==> src/rtl/uart_tx.sv <==
// Buffered 8N1 UART transmitter: a byte FIFO feeds a shift-register serialiser.
// Define UART_TX_PARITY_EN to add an even-parity bit to every frame (8E1).
module uart_tx #(
  parameter int CLKS_PER_BIT = 868,
  parameter int FIFO_DEPTH   = 16
) (
  input  logic                          clk,
  input  logic                          reset_n,
  input  logic [7:0]                    tx_data,
  input  logic                          tx_valid,
  output logic                          tx_ready,
  output logic                          tx,
  output logic                          busy,
  output logic [$clog2(FIFO_DEPTH):0]   fifo_count
);

  localparam int AW = $clog2(FIFO_DEPTH);
  localparam int CW = AW + 1;
  localparam int BW = $clog2(CLKS_PER_BIT);
  localparam logic [BW-1:0] BAUD_LAST = BW'(CLKS_PER_BIT - 1);
  localparam logic [CW-1:0] FIFO_FULL = CW'(FIFO_DEPTH);

  typedef enum logic [2:0] {
    S_IDLE   = 3'd0,
    S_START  = 3'd1,
    S_DATA   = 3'd2,
`ifdef UART_TX_PARITY_EN
    S_PARITY = 3'd3,
`endif
    S_STOP   = 3'd4
  } state_e;

  state_e          state_q, state_d;
  logic [BW-1:0]   baud_q, baud_d;
  logic [2:0]      bit_idx_q, bit_idx_d;
  logic [7:0]      shift_q, shift_d;
  logic            tx_q, tx_d;
  logic [AW-1:0]   wr_ptr_q, wr_ptr_d;
  logic [AW-1:0]   rd_ptr_q, rd_ptr_d;
  logic [CW-1:0]   count_q, count_d;
  logic [7:0]      mem [FIFO_DEPTH];
`ifdef UART_TX_PARITY_EN
  logic            parity_q, parity_d;
`endif

  logic       push, pop, baud_end, fifo_empty;
  logic [7:0] head;

  assign fifo_empty = (count_q == '0);
  // Ready looks only at the stored count, so a full FIFO never passes a byte through.
  assign tx_ready   = (count_q != FIFO_FULL);
  assign push       = tx_valid && tx_ready;
  assign head       = mem[rd_ptr_q];
  assign baud_end   = (baud_q == BAUD_LAST);

  // NOTE: every variable written here gets a default first, so no latch is inferred.
  always_comb begin
    state_d   = state_q;
    baud_d    = '0;
    bit_idx_d = bit_idx_q;
    shift_d   = shift_q;
    pop       = 1'b0;
`ifdef UART_TX_PARITY_EN
    parity_d  = parity_q;
`endif
    case (state_q)
      S_IDLE: begin
        if (!fifo_empty) begin
          pop     = 1'b1;
          shift_d = head;
`ifdef UART_TX_PARITY_EN
          parity_d = ^head;
`endif
          state_d = S_START;
        end
      end
      S_START: begin
        if (baud_end) begin
          state_d   = S_DATA;
          bit_idx_d = 3'd0;
        end else begin
          baud_d = baud_q + 1'b1;
        end
      end
      S_DATA: begin
        if (baud_end) begin
          shift_d   = shift_q >> 1;
          bit_idx_d = bit_idx_q + 3'd1;
          if (bit_idx_q == 3'd7) begin
`ifdef UART_TX_PARITY_EN
            state_d = S_PARITY;
`else
            state_d = S_STOP;
`endif
          end
        end else begin
          baud_d = baud_q + 1'b1;
        end
      end
`ifdef UART_TX_PARITY_EN
      S_PARITY: begin
        if (baud_end) state_d = S_STOP;
        else          baud_d  = baud_q + 1'b1;
      end
`endif
      S_STOP: begin
        if (baud_end) begin
          // Chain straight into the next start bit so queued frames have no idle gap.
          if (!fifo_empty) begin
            pop     = 1'b1;
            shift_d = head;
`ifdef UART_TX_PARITY_EN
            parity_d = ^head;
`endif
            state_d = S_START;
          end else begin
            state_d = S_IDLE;
          end
        end else begin
          baud_d = baud_q + 1'b1;
        end
      end
      default: state_d = S_IDLE;
    endcase

    // The line is registered from the next state so tx changes on the same edge as the state.
    case (state_d)
      S_START:  tx_d = 1'b0;
      S_DATA:   tx_d = shift_d[0];
`ifdef UART_TX_PARITY_EN
      S_PARITY: tx_d = parity_d;
`endif
      default:  tx_d = 1'b1;
    endcase
  end

  always_comb begin
    wr_ptr_d = push ? wr_ptr_q + 1'b1 : wr_ptr_q;
    rd_ptr_d = pop  ? rd_ptr_q + 1'b1 : rd_ptr_q;
    case ({push, pop})
      2'b10:   count_d = count_q + 1'b1;
      2'b01:   count_d = count_q - 1'b1;
      default: count_d = count_q;
    endcase
  end

  // NOTE: sequential state uses non-blocking assignments so every flop samples pre-edge values.
  always_ff @(posedge clk or negedge reset_n) begin
    if (!reset_n) begin
      state_q   <= S_IDLE;
      baud_q    <= '0;
      bit_idx_q <= '0;
      shift_q   <= '0;
      tx_q      <= 1'b1;
      wr_ptr_q  <= '0;
      rd_ptr_q  <= '0;
      count_q   <= '0;
`ifdef UART_TX_PARITY_EN
      parity_q  <= 1'b0;
`endif
    end else begin
      state_q   <= state_d;
      baud_q    <= baud_d;
      bit_idx_q <= bit_idx_d;
      shift_q   <= shift_d;
      tx_q      <= tx_d;
      wr_ptr_q  <= wr_ptr_d;
      rd_ptr_q  <= rd_ptr_d;
      count_q   <= count_d;
`ifdef UART_TX_PARITY_EN
      parity_q  <= parity_d;
`endif
    end
  end

  // NOTE: the storage array has no reset; the count and pointers alone define which entries are valid.
  always_ff @(posedge clk) begin
    if (push) mem[wr_ptr_q] <= tx_data;
  end

  assign tx         = tx_q;
  assign busy       = (state_q != S_IDLE) || !fifo_empty;
  assign fifo_count = count_q;

endmodule

==> config.mk <==
export PLATFORM = sky130hd
export DESIGN_NAME = uart_tx
export DESIGN_NICKNAME = d
export VERILOG_FILES = /design/src/rtl/uart_tx.sv
export SDC_FILE = /design/constraint.sdc
export NUM_CORES = 1
export LEC_CHECK = 0
export CORE_MARGIN = 2
export CORE_UTILIZATION = 30
export CTS_CLUSTER_SIZE = 14
export DETAILED_ROUTE_END_ITERATION = 8
export REMOVE_ABC_BUFFERS = 1
export SKIP_CTS_REPAIR_TIMING = 1
export SLEW_MARGIN = 10
export SYNTH_ARGS = -nofsm -noshare
export SYNTH_HDL_FRONTEND = slang
export SYNTH_SLANG_ARGS = --single-unit
==> constraint.sdc <==
create_clock -name clk -period 5 [get_ports clk]
set_clock_uncertainty 0.1 [all_clocks]
set_input_delay 1 -clock clk [delete_from_list [all_inputs] [get_ports clk]]
set_output_delay 1 -clock clk [all_outputs]
set_load 0.03 [all_outputs]
==> results.toml, run 1 <==
[grt]
grt_pass1_vias = 3803
antenna_found_initial = 0
overflow = 0
grt_pass1_wl_mm = 21.7
grt_util_all_layers_pct = 12.0
grt_max_degree = 39

[clocking]
cts_max_path_buffers = 2
clockRootBuffer = "clkbuf_16"
cts_tree = "done"
clock_latency_ps = 430
cts_inserted_buffers = 17
cts.clk_slew.worst_paths_ps = 70
cts_max_level = 4
clock-sinks = 166

[sta]
fin_crit_ps = 3950
fmax_mhz = 253
final.setup.tns_ps = 0
hold_ws_ps = 391
rsz0062_at_grt = "false"
slew_violations = 0
layout_worst_path_cycle_share_pct = 78.9
slew_headroom_pct = 19.4
worst_slew_pin_slew_ps = 1210
setup_viol = 0
hold_viol = 0

[cells_and_area]
fillerInstances = 2108
drive_gt1_share_pct = 20.4
nets = 461
syn_to_final_growth_pct = 15.7
antenna_cells = 0
final_cells = 763

[drt]
drt_iter0_drc = 281
vias = 3636
routedWlPerCell_um = 17.9
routed_wirelength_mm = 13.7
ant_nets = 0
drtPass1Iterations = 4
viasPerCell = 4.77
drc = 0

[power_and_ir_drop]
p_per_area_nw_per_um2 = 424
power.leakage_nw = 2.73
p_seq_share_pct = 50.2
clockPowerShare_pct = 37.0
intPower_mw = 2.47
p_switching_mw = 0.966
peakVddDrop_v = 0.000230
power_mw = 3.44
comb_power_share_pct = 12.7
switching_share_pct = 28.1

[setup_path]
critical_path_class = "flop to flop"
end_kind = "flop"
critPathMaxFanout = 12
r2r_cells = 13
startpoint_type = "flop"
reg2reg_to = "fifo_count[4]$_DFFE_PN0P_"
critical_path_arrival_ps = 4200
reg2reg_setup_slack_ps = 1050
r2r-start = "baud_q[0]$_DFF_PN0_"
cp.required_ps = 5250

[hold_path]
hp-class = "flop to flop"
min-delay-start = "baud_q[0]$_DFF_PN0_"
hold_end = "baud_q[0]$_DFF_PN0_"
hold_depth = 1

[place]
numPortBuffers = 18
routabilityCongestion = 0.745
detailed_place_hpwl_mm = 8.61
dp.cells = 731

[synthesis]
synth_edf_count = 128
synth_common_cells = "128 x edfxtp_1, 37 x dfrtp_1, 32 x mux4_2"
async_flop_share_pct = 22.9
ys_warn_count = 0
avgSynthCellArea_um2 = 16.8
yosys.area.top_type_share_pct = 54.8
synth.distinct_cells = 47
postSynthCellCount = 416
yosysMostFrequentCell = "edfxtp_1"
synth_seq_cells = 166
synth_ff_type = "edfxtp_1"
syn_area_um2 = 7010
netlist_top_cells_area = "edfxtp_1 55%, dfrtp_1 13%, mux4_2 10%"
yosys.area.top_type = "edfxtp_1"
ys_seq_area_share_pct = 68.4

[die]
fp.dieH_um = 157
rows = 55
dieWidth_um = 157
num_io_pins = 19
start_util_pct = 30.8
coreArea_um2 = 22800
dieArea_um2 = 24600

[job]
cap_viol_max_count = 0

[status]
status = "completed"
## worst max-delay path by stage
stage                              startpoint                   endpoint  cells past startpoint
after global placement    baud_q[0]$_DFF_PN0_  fifo_count[4]$_DFFE_PN0P_                     13
after detailed placement  baud_q[0]$_DFF_PN0_  fifo_count[4]$_DFFE_PN0P_                     13
after global routing      baud_q[0]$_DFF_PN0_  fifo_count[4]$_DFFE_PN0P_                     13
after CTS                 baud_q[0]$_DFF_PN0_  fifo_count[4]$_DFFE_PN0P_                     13
final                     baud_q[0]$_DFF_PN0_  fifo_count[4]$_DFFE_PN0P_                     13
after floorplan           baud_q[0]$_DFF_PN0_  fifo_count[4]$_DFFE_PN0P_                     12
## metal layers
layer | GRT usage [%] | up-vias | wire [um]
li1 | - | 1657 | -
met1 | 15.5 | 1894 | 6230
met2 | 19.5 | 64 | 6720
met3 | 2.96 | 21 | 470
met4 | 4.98 | 0 | 237
met5 | 0 | - | 0
## power by group through the flow
stage          Clock [mW]  Combinational [mW]  Sequential, mW
2_1_floorplan           0               0.242            1.76
3_3_place_gp            0               0.427            1.75
3_5_place_dp            0               0.441            1.76
4_1_cts              1.29               0.444            1.73
5_1_grt              1.35               0.486            1.74
6_report             1.27               0.438            1.73
## cells in the final DEF (no fill, tap or decap), drive strengths merged, types with 10 or more instances in the layout
cell	instances
mux2i	14
dfrtp	37
xor2	10
mux4	32
ha	12
edfxtp	128
inv	21
clkbuf	17
nand2	28
nor2	27
clkdlybuf4s50	17
## worst max-delay path: stages (launching register included)
cell,delay (ps)
dfrtp_1,390
ha_1,260
or4b_4,520
or3_4,490
a2111oi_4,360
buf_4,260
ha_1,250
inv_1,100
fa_1,410
nor2b_1,130
o21ai_0,100
and3_1,190
nor3_1,190
xnor2_1,140
## registers in the layout, summed over array words and instances, names as in the netlist
register,cells
wr_ptr_q,4
baud_q,10
rd_ptr_q,4
fifo_count,5
mem,128
tx,1
state_q,3
shift_q,8
bit_idx_q,3
## cell families (layout without fill, tap and decap cells)
logic type / after synthesis / after routing / synth area share [%]
adder cells (fa/ha/maj): 13 / 13 / 2.43
multiplexers: 54 / 54 / 13.6
XOR/XNOR: 19 / 19 / 2.48
flip-flops: 166 / 166 / 68.4
AO/OA/AOI/OAI: 40 / 40 / 4.61
buffers and inverters: 31 / 65 / 1.95
AND/OR/NAND/NOR: 93 / 93 / 6.53
## cell type report
class	count	area [um^2]	area share [%]
Clock buffer	17	425	5.25
Inverter	10	37.5	0.463
Sequential cell	166	4800	59.2
Tap cell	313	392	4.83
Timing Repair Buffer	23	213	2.62
Multi-Input combinational cell	219	2090	25.8
Clock inverter	15	150	1.85
## through the flow
step	util [%]	setup WS, ps	cell area (um^2)
after floorplan	-	1140	6910
after global placement	33.1	1170	7530
after detailed placement	33.1	1060	7530
after CTS	35.6	1030	8100
after global routing	35.6	735	8110
final	35.6	1050	8110
Power figures use the tool's default switching activity.
==> inputs of run 2 (changes only) <==
==> constraint.sdc (replaced) <==
create_clock -name clk -period 3.4 [get_ports clk]
set_clock_uncertainty 0.1 [all_clocks]
set_input_delay 0.68 -clock clk [delete_from_list [all_inputs] [get_ports clk]]
set_output_delay 0.68 -clock clk [all_outputs]
set_load 0.03 [all_outputs]
==> results.toml, run 2 (synthesis gave the netlist of run 1 again) <==
[sta]
fmax_mhz = 308
hold_ws_ps = 257
layout_worst_path_cycle_share_pct = 95.4
rsz0062_at_grt = "false"
worst_slew_pin_slew_ps = 836
slew_violations = 0
hold_viol = 0
setup_ws_ps = 155
setup_viol = 0
fin_crit_ps = 3250
slew_headroom_pct = 44.3

[cells_and_area]
fillerInstances = 2091
largest_reg_flops = 128
regArea_um2 = 4800
drive_gt1_share_pct = 24.4
top_register = "mem"
syn_to_final_growth_pct = 19.3
multi_input_area_um2 = 2090
final_cell_mix = "128 x edfxtp_1, 37 x dfrtp_1, 32 x mux4_2, 31 x buf_4, 27 x nand2_1"
antenna_cells = 0
fin_util_pct = 36.7
final_common_cell = "edfxtp_1"
nets = 487
reg.largest.list = "mem: 128 flops, baud_q: 10 flops, shift_q: 8 flops"

[grt]
grt_max_degree = 39
gr-usage-met1_pct = 14.6
grt_util_all_layers_pct = 11.6
gr-usage-met2_pct = 19.5
busiest_layer = "met2"
grt_pass1_vias = 3839
antenna_found_initial = 0
overflow = 0
grt_use_met3_pct = 3.21
grt_pass1_wl_mm = 21.2

[setup_path]
end_kind = "flop"
critical_path_class = "flop to flop"
cp.required_ps = 3650
cp_slowest_cell = "or4b_4"
r2r-start = "baud_q[0]$_DFF_PN0_"
startpoint_type = "flop"
cpMostUsedCell = "ha_1"
r2r_cells = 12
worstPathCellList = "ha_1 > or4b_4 > or3_4 > a2111oi_4 > ha_2 > buf_4 > ha_1 > nor2b_1 > o21ai_1 > a21oi_1 > nor3_2 > xnor2_1"
critical_path_arrival_ps = 3490
reg2reg_setup_slack_ps = 150
critPathBufInv = 1
critPathMaxStageDelay_ps = 470
critPathTopFamily = "simple AND/OR/NAND/NOR gates"
critPathMaxFanout = 3
reg2reg_to = "fifo_count[4]$_DFFE_PN0P_"

[power_and_ir_drop]
power.leakage_nw = 2.90
p_per_area_nw_per_um2 = 634
power_mw = 5.30
peakVddDrop_v = 0.000329

[clocking]
cts_max_level = 4
clockRootBuffer = "clkbuf_16"
cts_tree = "done"
cts.clk_slew.worst_paths_ps = 60
clock-sinks = 166
cts_inserted_buffers = 17
cts_max_path_buffers = 2
clock_latency_ps = 420

[job]
cap_viol_max_count = 0

[drt]
drtPass1Iterations = 4
ant_nets = 0
vias = 3680
routedWlPerCell_um = 16.9
drc = 0
routed_wirelength_mm = 13.3
drt_iter0_drc = 238
viasPerCell = 4.66

[place]
pre_cts_ws_ps = -31.0
routabilityCongestion = 0.772
numPortBuffers = 18
detailed_place_hpwl_mm = 8.78

[die]
fp.dieH_um = 157
dieWidth_um = 157
num_io_pins = 19
dieArea_um2 = 24600
rows = 55
start_util_pct = 30.8
coreArea_um2 = 22800

[status]
status = "completed"

[hold_path]
hp-class = "primary input to async pin"
[run 2: cell count changes in the layout (fill, tap and decap cells not counted), sizes merged]
cell / before / now
buf: 6 / 32
bufinv: 0 / 4
clkbuf: 17 / 18
clkinvlp: 3 / 2
inv: 21 / 17
[run 2: how the worst max path moves through the flow]
| stage | cells after the start | to | startpoint | slack, ps |
|---|---|---|---|---|
| global placement | 12 | fifo_count[4]$_DFFE_PN0P_ | baud_q[1]$_DFF_PN0_ | 60 |
| CTS | 12 | fifo_count[4]$_DFFE_PN0P_ | baud_q[1]$_DFF_PN0_ | -50 |
| finish | 12 | fifo_count[4]$_DFFE_PN0P_ | baud_q[0]$_DFF_PN0_ | 150 |
| floorplan | 12 | fifo_count[4]$_DFFE_PN0P_ | baud_q[0]$_DFF_PN0_ | -460 |
| global route | 12 | fifo_count[4]$_DFFE_PN0P_ | baud_q[1]$_DFF_PN0_ | 20 |
| detailed placement | 12 | fifo_count[4]$_DFFE_PN0P_ | baud_q[1]$_DFF_PN0_ | -30 |
[run 2: worst reg2reg max path, stage by stage, from the launching register on]
cell       delay (ps)
dfrtp_1           340
ha_1              170
or4b_4            470
or3_4             410
a2111oi_4         340
ha_2              230
buf_4             120
ha_1              250
nor2b_1           140
o21ai_1           170
a21oi_1           120
nor3_2            190
xnor2_1           130
[run 2: where the power goes]
part | switching, mW | internal, mW | total, mW
clock network | 0.823 | 1.26 | 2.08
registers | 0.121 | 2.41 | 2.53
logic | 0.411 | 0.281 | 0.693
total | 1.35 | 3.95 | 5.30
[run 2: stage by stage]
stage	area, um^2	TNS [ps]	cells
detailed placement	7690	-31.0	755
CTS	8340	-45.3	787
global placement	7690	0	755
finish	8360	0	789
floorplan	6910	-686	395
global route	8360	0	789
[run 2: cell type report]
cell class | instances | area share [%]
clock inverters | 14 | 2.54
multi-input cells | 219 | 24.9
repair buffers | 49 | 4.88
clock buffers | 18 | 5.13
flip-flops and latches | 166 | 57.4
well taps | 313 | 4.68
inverters | 10 | 0.449
[run 2: routing by layer]
metal / share of wire (%) / vias up
li1: - / 1705
met5: 0 / -
met3: 3.4 / 9
met4: 0.98 / 0
met1: 46 / 1897
met2: 50 / 69
